--- src/rtl/alu_issue_stage.sv ---
// rtl/alu_issue_stage.sv - RV32I decode/issue stage feeding the ALU through one ID/EX register
// Decodes OP, OP-IMM, LUI and AUIPC into {Ainv,Binv,ALUsel} and operands under valid/ready.
module alu_issue_stage #(
    parameter int CNT_W = 32
) (
    input  logic             clk,
    input  logic             reset,
    input  logic             in_valid,
    output logic             in_ready,
    input  logic [31:0]      in_instr,
    input  logic [31:0]      in_pc,
    input  logic [31:0]      in_rs1_val,
    input  logic [31:0]      in_rs2_val,
    input  logic             flush,
    output logic             out_valid,
    input  logic             out_ready,
    output logic [31:0]      SrcA,
    output logic [31:0]      SrcB,
    output logic             Ainv,
    output logic             Binv,
    output logic [2:0]       ALUsel,
    output logic [4:0]       out_rd,
    output logic             out_we,
    output logic             out_illegal,
    output logic [CNT_W-1:0] issue_count,
    output logic [CNT_W-1:0] illegal_count
);

    localparam logic [4:0] CODE_AND = 5'b00000;
    localparam logic [4:0] CODE_OR  = 5'b00001;
    localparam logic [4:0] CODE_ADD = 5'b00010;
    localparam logic [4:0] CODE_SUB = 5'b01010;
    localparam logic [4:0] CODE_XOR = 5'b00100;
    localparam logic [4:0] CODE_SRA = 5'b00101;
    localparam logic [4:0] CODE_SLL = 5'b00110;
    localparam logic [4:0] CODE_SRL = 5'b00111;
    localparam logic [4:0] CODE_SLT = 5'b01011;

    localparam logic [6:0] OPC_OP     = 7'b0110011;
    localparam logic [6:0] OPC_OP_IMM = 7'b0010011;
    localparam logic [6:0] OPC_LUI    = 7'b0110111;
    localparam logic [6:0] OPC_AUIPC  = 7'b0010111;

    localparam logic [6:0] F7_ZERO = 7'b0000000;
    localparam logic [6:0] F7_ALT  = 7'b0100000;

    logic [6:0]  opcode;
    logic [2:0]  funct3;
    logic [6:0]  funct7;
    logic [4:0]  rd;
    logic [31:0] imm_i;
    logic [31:0] imm_u;

    assign opcode = in_instr[6:0];
    assign funct3 = in_instr[14:12];
    assign funct7 = in_instr[31:25];
    assign rd     = in_instr[11:7];
    assign imm_i  = {{20{in_instr[31]}}, in_instr[31:20]};
    assign imm_u  = {in_instr[31:12], 12'b0};

    logic [31:0] dec_a;
    logic [31:0] dec_b;
    logic [4:0]  dec_code;
    logic        dec_illegal;

    always_comb begin
        dec_a       = 32'd0;
        dec_b       = 32'd0;
        dec_code    = CODE_ADD;
        dec_illegal = 1'b0;
        case (opcode)
            OPC_OP: begin
                dec_a = in_rs1_val;
                dec_b = in_rs2_val;
                // funct7 = 0100000 is only meaningful for ADD/SUB and SRL/SRA
                if (!(funct7 == F7_ZERO ||
                      (funct7 == F7_ALT && (funct3 == 3'b000 || funct3 == 3'b101)))) begin
                    dec_illegal = 1'b1;
                end else begin
                    case (funct3)
                        3'b000: dec_code = funct7[5] ? CODE_SUB : CODE_ADD;
                        3'b001: begin
                            dec_code = CODE_SLL;
                            dec_b    = {27'd0, in_rs2_val[4:0]};
                        end
                        3'b010,
                        3'b011: dec_code = CODE_SLT;
                        3'b100: dec_code = CODE_XOR;
                        3'b101: begin
                            dec_code = funct7[5] ? CODE_SRA : CODE_SRL;
                            dec_b    = {27'd0, in_rs2_val[4:0]};
                        end
                        3'b110: dec_code = CODE_OR;
                        default: dec_code = CODE_AND;
                    endcase
                end
            end
            OPC_OP_IMM: begin
                dec_a = in_rs1_val;
                dec_b = imm_i;
                case (funct3)
                    3'b000: dec_code = CODE_ADD;
                    3'b001: begin
                        dec_code    = CODE_SLL;
                        dec_b       = {27'd0, in_instr[24:20]};
                        dec_illegal = (funct7 != F7_ZERO);
                    end
                    3'b010,
                    3'b011: dec_code = CODE_SLT;
                    3'b100: dec_code = CODE_XOR;
                    3'b101: begin
                        dec_code    = funct7[5] ? CODE_SRA : CODE_SRL;
                        dec_b       = {27'd0, in_instr[24:20]};
                        dec_illegal = (funct7 != F7_ZERO) && (funct7 != F7_ALT);
                    end
                    3'b110: dec_code = CODE_OR;
                    default: dec_code = CODE_AND;
                endcase
            end
            OPC_LUI: begin
                dec_a = 32'd0;
                dec_b = imm_u;
            end
            OPC_AUIPC: begin
                dec_a = in_pc;
                dec_b = imm_u;
            end
            default: dec_illegal = 1'b1;
        endcase
        // Illegal ops issue as a harmless ADD of zeros
        if (dec_illegal) begin
            dec_a    = 32'd0;
            dec_b    = 32'd0;
            dec_code = CODE_ADD;
        end
    end

    logic accept;
    logic handoff;

    assign in_ready = !out_valid || out_ready;
    assign accept   = in_valid && in_ready;
    assign handoff  = out_valid && out_ready;

    always_ff @(posedge clk) begin
        if (reset) begin
            out_valid     <= 1'b0;
            SrcA          <= 32'd0;
            SrcB          <= 32'd0;
            Ainv          <= 1'b0;
            Binv          <= 1'b0;
            ALUsel        <= 3'd0;
            out_rd        <= 5'd0;
            out_we        <= 1'b0;
            out_illegal   <= 1'b0;
            issue_count   <= '0;
            illegal_count <= '0;
        end else begin
            // The consumer has already taken the op, so a handoff counts even under flush
            if (handoff) begin
                issue_count <= issue_count + 1'b1;
                if (out_illegal) begin
                    illegal_count <= illegal_count + 1'b1;
                end
            end
            if (flush) begin
                out_valid <= 1'b0;
            end else if (accept) begin
                out_valid   <= 1'b1;
                SrcA        <= dec_a;
                SrcB        <= dec_b;
                Ainv        <= dec_code[4];
                Binv        <= dec_code[3];
                ALUsel      <= dec_code[2:0];
                out_rd      <= rd;
                out_we      <= !dec_illegal && (rd != 5'd0);
                out_illegal <= dec_illegal;
            end else if (handoff) begin
                out_valid <= 1'b0;
            end
        end
    end

endmodule

--- config.mk ---
export PLATFORM = sky130hd
export DESIGN_NAME = alu_issue_stage
export DESIGN_NICKNAME = d
export VERILOG_FILES = /design/src/rtl/alu_issue_stage.sv
export SDC_FILE = /design/constraint.sdc
export NUM_CORES = 1
export LEC_CHECK = 0
export ABC_AREA = 1
export CAP_MARGIN = 20
export CORE_ASPECT_RATIO = 0.6
export CORE_MARGIN = 3
export CORE_UTILIZATION = 45
export DETAILED_ROUTE_END_ITERATION = 12
export PLACE_DENSITY = 0.82
export SLEW_MARGIN = 20
export SYNTH_ARGS = -nofsm -noshare
export SYNTH_HDL_FRONTEND = slang
export SYNTH_SLANG_ARGS = --single-unit
--- constraint.sdc ---
create_clock -name clk -period 2.37 [get_ports clk]
set_clock_uncertainty 0.2 [all_clocks]
set_input_delay 0.474 -clock clk [delete_from_list [all_inputs] [get_ports clk]]
set_output_delay 0.474 -clock clk [all_outputs]
set_load 0.01 [all_outputs]
==> results of run 1 <==
-- critical path, delay by kind of cell --
kind	cells	cell delay, ns
buffers and inverters	3	1.11
and+or+nand+nor	1	0.06
-- per-layer routing --
layer	track usage	vias to the layer above
met5	0	-
met4	0.05020	0
met3	0.06941	21
met2	0.4519	344
met1	0.3765	3767
li1	-	4139
-- layout by cell type (no fill, tap or decap), types with 3 or more instances in the layout --
cell type / n
nand2_1: 355
clkdlybuf4s50_1: 272
dfxtp_1: 139
a21oi_1: 106
nor2_1: 103
inv_1: 90
nand3_1: 55
buf_4: 52
o21ai_0: 39
nor3_1: 34
a22o_1: 32
clkbuf_16: 17
nand4_1: 16
nand3b_1: 9
xor2_1: 9
nor2_2: 8
inv_2: 7
buf_12: 7
nor2_4: 6
nand2_2: 5
nand3_2: 4
nor3b_1: 4
bufinv_16: 3
-- cell families (layout without fill, tap and decap cells) --
logic type | after synthesis | count (layout) | share of synthesized area
other | 1 | 1 | 0.0005244
AO/OA/AOI/OAI | 186 | 186 | 0.1494
adder cells (fa/ha/maj) | 2 | 2 | 0.003499
buffers and inverters | 143 | 458 | 0.08102
flip-flops | 140 | 140 | 0.3920
XOR/XNOR | 11 | 11 | 0.01347
AND/OR/NAND/NOR | 602 | 602 | 0.3601
-- flip-flops by register name (all words and copies together) (netlist names) --
| signal | flops |
|---|---|
| out_illegal | 1 |
| issue_count | 32 |
| out_we | 1 |
| out_rd | 5 |
| ALUsel | 3 |
| SrcB | 32 |
| out_valid | 1 |
| Binv | 1 |
| SrcA | 32 |
| illegal_count | 32 |
-- final cells by class --
type                       count  area [sq um]  share of cell area
clock buffer                  20         456.7             0.04135
clock inverter                10         141.4             0.01280
inverter                      97         364.1             0.03297
multi-input combinational    802          3771              0.3415
sequential                   140          2804              0.2539
tap                          203         254.0             0.02300
timing repair buffer         331          3253              0.2946
-- final timing paths --
path,end,cells after the start,startpoint
hold reg to reg,SrcB[30],2,SrcB[30]
setup reg to reg,illegal_count[20],8,illegal_count[1]
setup / recovery,in_ready,4,out_ready
hold / removal,SrcB[30],2,SrcB[30]
-- through the flow --
step	total power, mW	cells
5_1_grt	5.727	1603
4_1_cts	5.584	1603
2_1_floorplan	2.547	1085
3_5_place_dp	2.871	1573
6_report	5.556	1603
3_3_place_gp	2.865	1573
-- power by group through the flow --
stage | Clock, mW | Combinational, mW | Sequential [mW]
6_report | 2.74 | 0.448 | 2.37
5_1_grt | 2.87 | 0.482 | 2.37
4_1_cts | 2.76 | 0.448 | 2.37
3_5_place_dp | 0 | 0.446 | 2.43
3_3_place_gp | 0 | 0.440 | 2.42
2_1_floorplan | 0 | 0.118 | 2.43
-- repair_timing --
item | 4_1_cts | 5_1_grt
resized for setup | 0 | 2
endpoints found under the setup margin | 0 | 2
setup buffers | 0 | 0
==> qor.csv, run 1 <==
stage,metric,value,unit
status,status,completed,
global_route,initial antenna violation count,0,
setup_path,largest stage delay on the critical path,0.53,ns
sta,fin crit share,0.9768,
setup_path,FF-to-FF setup slack,0.20,ns
detailed_routing,DR WL met2,11390,microns
synth,syn avg cell area,6.590,sq um
setup_path,crit-path cells,"clkdlybuf4s50_1, nor2_2, inv_1, clkdlybuf4s50_1",
detailed_routing,Vias/cell,5.160,
clock_tree,total CTS buffers,17,
clock_tree,Post-CTS Hold Buffers,0,
synth,post-synthesis sequential area ratio,0.3920,
placement,DP Wirelength,18540,microns
power,VDD IR max,315.0,uV
detailed_routing,Via Count,8271,
setup_path,startpoint types,input pin,
layout,Filler Cells Inserted,1324,
detailed_routing,Top Layer Used,met4,
power,LEAKAGE,4.073,nW
synth,Unique masters post-synth,35,
detailed_routing,Final ANT Viol Nets,0,
power,net switching power,1.221,mW
synth,asr flop ratio synth,0,
synth,Main synth FF type,dfxtp_1,
synth,Syn Nets,1220,
layout,n_diodes,0,
synth,Synth top cells by count,"nand2_1 (355), dfxtp_1 (140), a21oi_1 (106), nor2_1 (104), inv_1 (90)",
setup_path,CP max stage cell,clkdlybuf4s50_1,
synth,top cell type's share of synthesized area,0.3920,
setup_path,Most common cell on crit path,clkdlybuf4s50_1,
detailed_routing,total iterations of the first detailed-routing run,5,
global_route,largest net degree at the start of global routing,102,
clock_tree,Longest Clk Path Bufs,2,
clock_tree,CTS tree,yes,
detailed_routing,WL met1,11030,microns
placement,PortBufs,273,
detailed_routing,DRC violations left,0,
global_route,total grt overflow,0,
layout,Layout Utilization,0.7144,
run,Max-cap violations,0,
layout,Final Instance Area,11040,sq um
synth,Mapped Area,7151,sq um
setup_path,Critical Path Fanout Max,2,
layout,P&R area growth vs syn,54.45,%
floorplan,Ports,275,
clock_tree,Sink Count,140,
synth,Synth Register Bits,140,
synth,number of synthesized flops with an enable pin,0,
power,Internal Power,4.335,mW
global_route,first-pass GRT wire length,39770,microns
setup_path,Crit path required time,1.70,ns
detailed_routing,met3 wire len,2135,microns
global_route,vias in the first global route,7767,
global_route,Overall Global Routing Usage,0.2772,
sta,slew at the pin with the worst max-slew slack,0.5893,ns
detailed_routing,WL final,24790,microns
power,Sw Share,0.2198,
detailed_routing,routed len/inst,15.47,microns
synth,ranking of synthesized cells by area,"dfxtp_1 (39%), nand2_1 (19%), a21oi_1 (7.4%)",
clock_tree,H-tree depth,4,
power,pwr/cell area,503.1,nW/um^2
floorplan,Initial Util,0.4626,
setup_path,Worst Path Arrival,1.64,ns
sta,RSZ-0062 raised after global routing,false,
floorplan,Die Span Y,103.6,microns
sta,setup TNS,0,ns
sta,Tmin final,2.315,ns
layout,fraction of layout cells with a size suffix above 1,0.08714,
synth,leading area contributor after synthesis,dfxtp_1,
synth,"Warnings, synthesis",0,
placement,Placed Area,10440,sq um
sta,f_max,432.0,MHz
sta,final worst slack,0.05500,ns
sta,worst-case headroom to the max-slew limit,0.6041,
power,Seq pwr share,0.427,
sta,Finish-stage setup viols,0,
synth,cell count after synthesis,1085,
clock_tree,latest clock arrival within the worst-skew pair,0.41,ns
layout,Nets,1524,
clock_tree,Clock Pin Slew Worst Setup and Hold Paths,0.05,ns
sta,Hold WS,0.2621,ns
floorplan,# rows,35,
min_path,Worst Hold Class,register to register,
placement,Setup WS pre-CTS,-0.1509,ns
floorplan,total core area,15460,sq um
power,Clk network pwr share,0.492,
floorplan,Die X,168.7,microns
sta,final number of max-transition violations,0,
setup_path,endpoint class of the critical path,output port,
detailed_routing,Starting DRT DRC Count,712,
power,Gate power share,0.081,
clock_tree,CTS root buffer,clkbuf_16,
sta,"Hold Violations, Final",0,
placement,GPL Wtd Cong,0.8942,
synth,top-count cell post-synth,nand2_1,
setup_path,WS Path Type,input pin to output port,
floorplan,die area,17490,sq um
No activity file was read; power rests on OpenSTA's default activity.
==> inputs of run 2 (changes only) <==
Settings changed: SETUP_SLACK_MARGIN set to 0.5.
==> run 2 against run 1 <==
Net effect:
- count of clock-buffer cells in the layout unchanged
- setup slack better by 0.43 ns
- via count up 5.0%
- worst hold slack worse by 0.11 ns
- fmax up 23%
- clock power up 3%
- utilization up 4.6 points
- cell count up 2.6%
- flip-flop and latch count unchanged
- highest routed layer unchanged
==> qor.csv, run 2 (synthesis results as in run 1) <==
stage,metric,value,unit,change
detailed_routing,met3 wire len,2671,microns,+25%
layout,P&R area growth vs syn,64.36,%,
setup_path,origin of the worst setup path,out_valid,,
clock_tree,CTS tree,yes,,
layout,most frequent cells in the layout,"nand2_1 (329), dlygate4sd2_1 (143), clkdlybuf4s50_1 (111), dfxtp_1 (110), a21oi_1 (97)",,
clock_tree,CTS root buffer,clkbuf_16,,
clock_tree,Longest Clk Path Bufs,2,,unchanged
layout,Layout Utilization,0.7603,,+0.04581
sta,final number of max-transition violations,0,,unchanged
sta,slew at the pin with the worst max-slew slack,0.5138,ns,-0.07547 ns
sta,RSZ-0062 raised after global routing,true,,
detailed_routing,total iterations of the first detailed-routing run,6,,+1
floorplan,Die X,168.7,microns,unchanged
detailed_routing,DRC violations left,0,,unchanged
floorplan,Ports,275,,unchanged
setup_path,Worst Path Arrival,1.22,ns,-0.42 ns
sta,fin crit share,0.7971,,-0.1797
layout,"commonest non-fill, non-tap cell in the layout",nand2_1,,
setup_path,Worst R2R Start,out_valid,,
setup_path,WS Path Type,register to output port,,
run,Max-cap violations,0,,unchanged
detailed_routing,Top Layer Used,met4,,
placement,DP Wirelength,18240,microns,-1.6%
placement,Setup WS pre-CTS,-0.1690,ns,-0.01806 ns
detailed_routing,Final ANT Viol Nets,0,,unchanged
clock_tree,Clock Pin Slew Worst Setup and Hold Paths,0.06,ns,about the same
clock_tree,Post-CTS Hold Buffers,0,,unchanged
global_route,initial antenna violation count,0,,unchanged
detailed_routing,WL met1,11510,microns,+4.3%
sta,final worst slack,0.4809,ns,+0.4259 ns
clock_tree,H-tree depth,4,,unchanged
placement,PortBufs,273,,unchanged
setup_path,reg2reg end,illegal_count[21],,
floorplan,total core area,15460,sq um,unchanged
detailed_routing,Vias/cell,5.281,,+2.4%
global_route,Overall Global Routing Usage,0.2850,,+0.007825
clock_tree,Sink Count,140,,unchanged
clock_tree,total CTS buffers,17,,unchanged
power,VDD IR max,507.3,uV,+61%
global_route,largest net degree at the start of global routing,102,,unchanged
setup_path,Critical Path Fanout Max,3,,+1
sta,Tmin final,1.889,ns,-0.4259 ns
setup_path,CP endpoint,in_ready,,
detailed_routing,Starting DRT DRC Count,787,,+11%
layout,fraction of layout cells with a size suffix above 1,0.1983,,+0.1112
layout,n_diodes,0,,unchanged
clock_tree,latest clock arrival within the worst-skew pair,0.41,ns,about the same
sta,Hold WS,0.1501,ns,-0.1120 ns
sta,Finish-stage setup viols,0,,unchanged
detailed_routing,WL final,27130,microns,+9.4%
sta,worst-case headroom to the max-slew limit,0.6574,,+0.05334
sta,f_max,529.3,MHz,+23%
setup_path,Crit path required time,1.70,ns,about the same
detailed_routing,routed len/inst,16.49,microns,+6.6%
global_route,first-pass GRT wire length,40390,microns,+1.5%
setup_path,R2R depth,11,,+3
detailed_routing,DR WL met2,12250,microns,+7.6%
global_route,vias in the first global route,7764,,-0.039%
floorplan,Initial Util,0.4626,,unchanged
power,LEAKAGE,5.188,nW,+27%
global_route,total grt overflow,0,,unchanged
floorplan,die area,17490,sq um,unchanged
sta,"Hold Violations, Final",0,,unchanged
setup_path,endpoint class of the critical path,output port,,
min_path,Worst Hold Class,input pin to register,,
setup_path,FF-to-FF setup slack,0.56,ns,+0.36 ns
placement,GPL Wtd Cong,0.9188,,+2.8%
status,status,completed,,
power,pwr/cell area,483.3,nW/um^2,-3.9%
setup_path,startpoint types,register,,
floorplan,# rows,35,,unchanged
detailed_routing,Via Count,8688,,+5.0%
layout,Nets,1565,,+2.7%
floorplan,Die Span Y,103.6,microns,unchanged
==> run 2: through the flow <==
| step | power, mW | TNS (ns) | instances | area, sq um |
|---|---|---|---|---|
| finish | 5.679 | 0 | 1645 | 11750 |
| global route | 5.841 | 0 | 1645 | 11750 |
| CTS | 5.672 | 0 | 1628 | 11300 |
| detailed placement | 2.882 | -9.840 | 1579 | 10490 |
| global placement | 2.877 | -6.205 | 1579 | 10490 |
| floorplan | 2.551 | 0 | 1085 | 7191 |
==> run 2: worst min-delay path by stage <==
stage / startpoint / end / slack, ns / depth (start not counted)
2_1_floorplan: out_we / out_we / 0.29 / 2
3_3_place_gp: out_we / out_we / 0.25 / 2
3_5_place_dp: out_we / out_we / 0.25 / 2
4_1_cts: SrcB[15] / SrcB[15] / 0.26 / 2
5_1_grt: flush / out_valid / 0.16 / 2
6_report: flush / out_valid / 0.15 / 2
==> run 2: what timing repair did <==
action,CTS,global route
cloned,5,1
gates resized for setup,218,129
setup endpoints to repair,237,112
setup buffers,13,16
pin swaps,17,35
==> run 2: critical path: stages (launching register included) <==
cell and delay (ns):
dfxtp_4 0.37, inv_2 0.05, nor2_4 0.10, inv_1 0.07, clkdlybuf4s15_1 0.23
==> run 2: layout make-up <==
class	count	area (sq um)
clock buffer	20	446.7
tap	203	254.0
sequential	140	2858
inverter	97	366.6
clock inverter	11	167.7
fill	1241	3706
timing repair buffer	372	3436
multi-input combinational	802	4224
==> run 2: routing by layer <==
metal	vias to the layer above	global-route usage
li1	4225	-
met1	3988	0.3883
met2	420	0.4487
met3	55	0.06903
met4	0	0.08523
met5	-	0
==> run 2: report_power, final <==
part	internal (mW)	leakage (nW)	switching [mW]
clock	1.79	0.296	1.04
combinational	0.272	3.75	0.217
sequential	2.36	1.15	0.00842
